## src/rtl/cpu_pkg.sv

```systemverilog
// Shared CPU pipeline definitions used by the hazard controller and its neighbours.
package cpu_pkg;

   // The hazard controller is either passing instructions or holding ID for a mul/div.
   typedef enum logic [0:0] {
      IDLE    = 1'b0,
      MD_WAIT = 1'b1
   } hz_state_t;

   // Default number of cycles a multiply/divide holds the ID stage.
   localparam int MD_CYCLES_DEF = 8;

   // Register index 0 is hard-wired to zero and never creates a dependence.
   localparam logic [4:0] REG_ZERO = 5'd0;

endpackage

```

## src/rtl/hazard_ctrl.sv

```systemverilog
// Pipeline hazard controller: load-use bubbles, multi-cycle mul/div stalls,
// taken-branch flushes and a saturating count of PC-stall cycles.
module hazard_ctrl
   import cpu_pkg::*;
#(
   parameter int MD_CYCLES = MD_CYCLES_DEF
) (
   input  logic        clock,
   input  logic        reset,
   input  logic        mem_read_ex,
   input  logic [4:0]  rt_ex,
   input  logic [4:0]  rs_id,
   input  logic [4:0]  rt_id,
   input  logic        uses_rt_id,
   input  logic        branch_taken_ex,
   input  logic        md_start_id,
   output logic        pc_write,
   output logic        if_id_write,
   output logic        if_id_flush,
   output logic        ID_EXE_flush,
   output logic        md_busy,
   output logic [15:0] stall_count
);

   // The entry cycle in IDLE is the first stall cycle, so MD_WAIT covers the rest.
   localparam logic [7:0] MD_CNT_LOAD = 8'(MD_CYCLES - 2);

   hz_state_t  state;
   hz_state_t  next_state;
   logic [7:0] md_cnt;
   logic [7:0] next_cnt;
   logic       load_use;

   // A load in EX feeding a source register of the instruction in ID.
   assign load_use = mem_read_ex && (rt_ex != REG_ZERO) &&
                     ((rt_ex == rs_id) || (uses_rt_id && (rt_ex == rt_id)));

   // Prioritised control outputs and next-state selection.
   always_comb begin
      pc_write     = 1'b1;
      if_id_write  = 1'b1;
      if_id_flush  = 1'b0;
      ID_EXE_flush = 1'b0;
      md_busy      = 1'b0;
      next_state   = state;
      next_cnt     = md_cnt;
      if (!reset) begin
         pc_write     = 1'b0;
         if_id_write  = 1'b0;
         if_id_flush  = 1'b1;
         ID_EXE_flush = 1'b1;
         next_state   = IDLE;
         next_cnt     = 8'd0;
      end else if (branch_taken_ex) begin
         if_id_flush  = 1'b1;
         ID_EXE_flush = 1'b1;
         next_state   = IDLE;
         next_cnt     = 8'd0;
      end else if (state == MD_WAIT) begin
         pc_write     = 1'b0;
         if_id_write  = 1'b0;
         ID_EXE_flush = 1'b1;
         md_busy      = 1'b1;
         if (md_cnt == 8'd0) begin
            next_state = IDLE;
         end else begin
            next_cnt = md_cnt - 8'd1;
         end
      end else if (load_use) begin
         pc_write     = 1'b0;
         if_id_write  = 1'b0;
         ID_EXE_flush = 1'b1;
      end else if (md_start_id) begin
         pc_write     = 1'b0;
         if_id_write  = 1'b0;
         ID_EXE_flush = 1'b1;
         md_busy      = 1'b1;
         next_state   = MD_WAIT;
         next_cnt     = MD_CNT_LOAD;
      end
   end

   // State, mul/div countdown and saturating stall counter.
   always_ff @(posedge clock) begin
      if (!reset) begin
         state       <= IDLE;
         md_cnt      <= 8'd0;
         stall_count <= 16'd0;
      end else begin
         state  <= next_state;
         md_cnt <= next_cnt;
         if (!pc_write && (stall_count != 16'hFFFF)) begin
            stall_count <= stall_count + 16'd1;
         end
      end
   end

endmodule

```

## config.mk

```make
export PLATFORM = sky130hd
export DESIGN_NAME = hazard_ctrl
export DESIGN_NICKNAME = d
export VERILOG_FILES = /design/src/rtl/cpu_pkg.sv /design/src/rtl/hazard_ctrl.sv
export SDC_FILE = /design/constraint.sdc
export NUM_CORES = 1
export LEC_CHECK = 0
export ABC_AREA = 1
export CORE_ASPECT_RATIO = 1.25
export CORE_MARGIN = 2
export CORE_UTILIZATION = 40
export CTS_CLUSTER_SIZE = 24
export DETAILED_ROUTE_END_ITERATION = 12
export PLACE_DENSITY_LB_ADDON = 0.12
export SYNTH_ARGS = -nofsm -noshare
export SYNTH_HDL_FRONTEND = slang
export SYNTH_SLANG_ARGS = --single-unit
```

## constraint.sdc

```tcl
create_clock -name clock -period 1.88 [get_ports clock]
set_clock_uncertainty 0.1 [all_clocks]
set_input_delay 0.376 -clock clock [delete_from_list [all_inputs] [get_ports clock]]
set_output_delay 0.376 -clock clock [all_outputs]
set_load 0.03 [all_outputs]
```

Word level (Yosys, flattened, before mapping)
Index checks and enable logic that the tools add are counted.
{ "totals": {"register_bits": 25, "in_bits": 21} }
{ "classes": {"n_mux": 22, "addsub": 2, "bitwise": 1, "reduce_logical": 11, "n_eq_ne": 5} }
{ "ops": {"columns": ["cell", "count"], "rows": [
  ["$mux W8", 4],
  ["$mux W1", 18],
  ["$add A16 B1 Y16 const B", 1],
  ["$ne A16 B16 Y1 const B", 1],
  ["$eq A5 B5 Y1", 2],
  ["$logic_not A8 Y1", 1],
  ["$sub A8 B1 Y8 const B", 1],
  ["$reduce_bool A5 Y1", 1],
  ["$logic_and A1 B1 Y1", 4],
  ["$ne A2 B2 Y1 const B", 2],
  ["$reduce_and A3 Y1", 1],
  ["$reduce_bool A2 Y1", 1],
  ["$reduce_or A2 Y1", 1],
  ["$logic_not A1 Y1", 1],
  ["$logic_or A1 B1 Y1", 1],
  ["$not A1 Y1", 1]
]} }

Logic depth before layout (Yosys ltp)
Gate-level depths: netlist (run 1).
{ "logic_depth": {"ltp_word": 10, "mapped_depth": 14, "mapped_depth_nobuf": 13} }

Least setup slack after synthesis (run 1)
OpenSTA, ideal clock, no wires.
{ "synth_timing": {"path_kind": "register to register", "from": "register stall_count[0]", "to": "register stall_count[0]", "path_stages_with_launch": 10, "path_slack_ps": -372, "required_ps": 1664, "period_less_slack_ps": 2252, "t_arrival_ps": 2036, "setup_ps": 116, "cell_sequence": "dfxtp_1 > ha_1 > nand2_1 > nor3b_4 > nand2_2 > nor3_4 > nand4_4 > buf_2 > a21oi_1 > nor2_1"} }
{ "synth_via": {"elab_chain_cells": 2} }
{ "synth_lines": {"columns": ["element", "line", "rtl"], "rows": [
  ["start: declaration", "hazard_ctrl.sv:22", "output logic [15:0] stall_count"],
  ["start signal: assignment", "hazard_ctrl.sv:93", "stall_count <= stall_count + 16'd1;"],
  ["branches (longest 2 deep; another with $add A16 B1 Y16)", null, null]
]} }
Parallel ways; which one is timed is not known.
A chain may end at the register's enable or synchronous reset.

Worst setup path after layout (run 1)
{ "layout_timing": {"from": "register stall_count[1]", "to": "output port stall_count[1]"} }
No word-level cell between the ends.

==> summary.txt, run 1 <==
Worst setup path
  • Crit path max fanout: 3
  • Endpoint type of the worst setup path: primary output
  • Setup Crit Path Kind: reg -> out
  • Worst Path Arrival: 1400 ps
  • CP required: 1400 ps
  • Setup crit start kind: flip-flop

Global routing
  • Vias in the first global route: 1,666
  • First-pass GRT wire length: 6950 um
  • Overall Global Routing Usage: 0.194
  • Largest net degree at the start of global routing: 20
  • Remaining global-route overflow: 0
  • Antenna violations before repair: 0

Synth
  • Synth Area in Adders: 0.0152
  • Syn_nets: 279
  • Syn Inst Count: 256
  • Largest family of logic cells by synthesized area: simple AND/OR/NAND/NOR gates
  • Post-synth top area share: 0.304
  • XOR/XNOR Fraction of Synth Area: 0.101
  • Synth Area per Inst: 6.42 um2
  • Post-synthesis mux area share: 0
  • Synth top area cells: dfxtp_1 30%, nand2_1 17%, nand3_1 8.5%
  • Yosys warns: 0
  • Synth area leader: dfxtp_1
  • Synthesized cell area: 0.00164 mm2
  • Synth Area in Simple Gates: 0.400
  • Sequential share of the synthesized area: 0.304
  • Flops & latches, synth: 25
  • Compound-Gate Fraction of Synth Area: 0.0860
  • Yosys cell types: 26

Floorplan
  • I/O pin total: 42
  • DIE AREA: 0.00464 mm2
  • FP Rows: 26
  • Die H: 75.7 um
  • Initial core utilization: 0.408
  • Core region area: 0.00403 mm2
  • Die X-Extent: 61.3 um

Detailed routing
  • Drt wl/cell: 11.1 um
  • Max Used Layer: met4
  • DRC viols: 0
  • DR iter-0 viols: 64
  • Post-route ant nets: 0
  • First-pass DRT Iterations: 4
  • Final WL: 4190 um
  • WL met2: 2200 um
  • DR vias: 1,808
  • DR vias/cell: 4.77
  • Metal3 WL: 110 um
  • M1 wire length: 1780 um

Clocking
  • Reg clk slew, reported paths: 90 ps
  • CTS Buf Count: 3
  • CTS H-Tree Depth: 1
  • Clk root buf: clkbuf_8
  • Hold buffers post-CTS: 0
  • Latest clock arrival within the worst-skew pair: 270 ps
  • CTS max path bufs: 2
  • CTS tree: built
  • CTS sink cnt: 25

Timing
  • Relative slew margins: 0.785
  • Slew Limit Fails: 0
  • RSZ-0062 raised after global routing: true
  • Peak Freq: 533 MHz
  • Count of final hold-check violations: 0
  • Final period util: 0.999
  • Final Setup Violations: 0
  • Worst-Margin Slew: 321 ps
  • Period minus WS final: 1880 ps

Finish
  • Multi-input logic area: 0.00111 mm2
  • P&R area growth vs syn: 52.5%
  • FF/Latch Area: 517 um2
  • Fill count: 399
  • # diodes: 0
  • Final std cells w/o fill: 379
  • Layout cell share with drive strength beyond 1: 0.310
  • Nets@finish: 347
  • Final Util: 0.622

Placement
  • Placed Cells incl. Taps: 365
  • Detailed Place HPWL: 3090 um
  • PortBufs: 41
  • Gp weighted congestion: 0.833

Worst hold path
  • Worst hold-check path type: reg -> reg

Power
  • Pwr per Cell Area: 467 mW/mm2
  • LEAKAGE: 0.00129 uW
  • Worst VDD drop: 336 uV

Flow run
  • MaxCap Viol Count: 0

Outcome
  • Run status: finished clean
-- timing repair --
| action | 4_1_cts | 5_1_grt |
|---|---|---|
| cloned | 0 | 1 |
| gates resized for setup | 95 | 40 |
| pin swaps | 23 | 20 |
| setup endpoints to repair | 34 | 26 |
| buffers inserted | 7 | 2 |
-- cells in the mapped netlist --
cell type	number
buf_4	1
buf_2	3
inv_1	30
buf_6	1
nand2_2	1
nor3_4	1
nand2_1	75
nand4_4	1
or2_2	1
clkbuf_1	1
nand2_4	1
o21ai_0	3
a21oi_1	24
nor3b_4	1
nand4_1	4
nand3b_1	1
nand3_1	28
xnor2_1	5
dfxtp_1	25
nor3_1	2
ha_1	2
nor3b_1	1
clkinv_1	1
xor2_1	14
nor2_1	28
a31oi_1	1
-- cells by family (layout without fill, tap and decap cells) --
logic type	count (synthesis)	after routing
and+or+nand+nor	145	146
buffers and inverters	37	103
AOI/OAI and AO/OA	28	28
xor gates and xnor gates	19	19
DFF	25	25
adders and majority gates	2	2
-- flip-flops by register name (all words and copies together) (netlist names) --
signal and count:
md_cnt 8, stall_count 16, state 1
-- layout make-up --
class | count | share of cell area
timing repair buffer | 68 | 0.245
sequential | 25 | 0.206
multi-input combinational | 195 | 0.443
inverter | 31 | 0.0594
clock inverter | 1 | 0.00250
tap | 56 | 0.0279
clock buffer | 3 | 0.0165
-- critical path, stage by stage (launching register included) --
cell	delay, ps
dfxtp_4	370
buf_4	110
clkdlybuf4s50_1	650
-- stage by stage --
stage	worst slack (ps)	hold slack, ps	TNS (ps)	power [uW]	cell area, um2
2_1_floorplan	-186	326	-532	721	1740
3_3_place_gp	-910	340	-14340	826	2300
3_5_place_dp	-949	341	-15410	828	2300
4_1_cts	-1.41	355	-2.72	1160	2370
5_1_grt	-115	373	-1590	1240	2510
6_report	2.16	353	0	1170	2510
-- power breakdown --
part / switching, uW / leakage, uW / total, uW / internal [uW]
Sequential: 10.9 / 0.000207 / 551 / 540
Clock: 182 / 0.0000260 / 334 / 152
Combinational: 156 / 0.00106 / 287 / 131
-- worst paths after layout --
path                          end  slack, ps  cells past startpoint      startpoint
setup / recovery   stall_count[1]          2                      2  stall_count[1]
hold / removal          md_cnt[0]        350                      1       md_cnt[0]
setup reg to reg  stall_count[11]         20                      9  stall_count[1]
hold reg to reg         md_cnt[0]        350                      1       md_cnt[0]
-- cell usage in the layout (no fill, tap or decap), types with 2 or more instances in the layout --
cell,synthesis,final
clkbuf_8,0,3
nor3_1,2,2
xor2_1,14,14
nand4_1,4,4
nand3_2,0,5
a21oi_2,0,5
nand2_1,75,68
dfxtp_2,0,7
dfxtp_1,25,16
o21ai_0,3,2
a21oi_1,24,19
clkdlybuf4s50_1,0,4
inv_4,0,4
nand2_2,1,7
nor2_1,28,26
nand3_1,28,23
dlygate4sd2_1,0,10
inv_1,30,19
buf_8,0,4
dlymetal6s2s_1,0,7
nand2_4,1,2
inv_2,0,4
inv_8,0,2
buf_4,1,27
xnor2_1,5,4
buf_2,3,6
buf_6,1,8
dfxtp_4,0,2
-- layer usage --
layer	vias up	track usage
met5	-	0
met2	36	0.368
met4	0	0.0709
met3	10	0.0221
li1	945	-
met1	817	0.219
No activity file was read; power rests on OpenSTA's default activity.
==> run 2, diff against run 1 <==
--- a/config.mk
+++ b/config.mk
@@ -9,7 +9,7 @@
 export CORE_ASPECT_RATIO = 1.25
 export CORE_MARGIN = 2
 export CORE_UTILIZATION = 40
-export CTS_CLUSTER_SIZE = 24
+export CTS_CLUSTER_SIZE = 28
 export DETAILED_ROUTE_END_ITERATION = 12
 export PLACE_DENSITY_LB_ADDON = 0.12
 export SYNTH_ARGS = -nofsm -noshare
==> results of run 2 <==
Same layout as run 1: the final DEF is identical, and so are final timing and power.
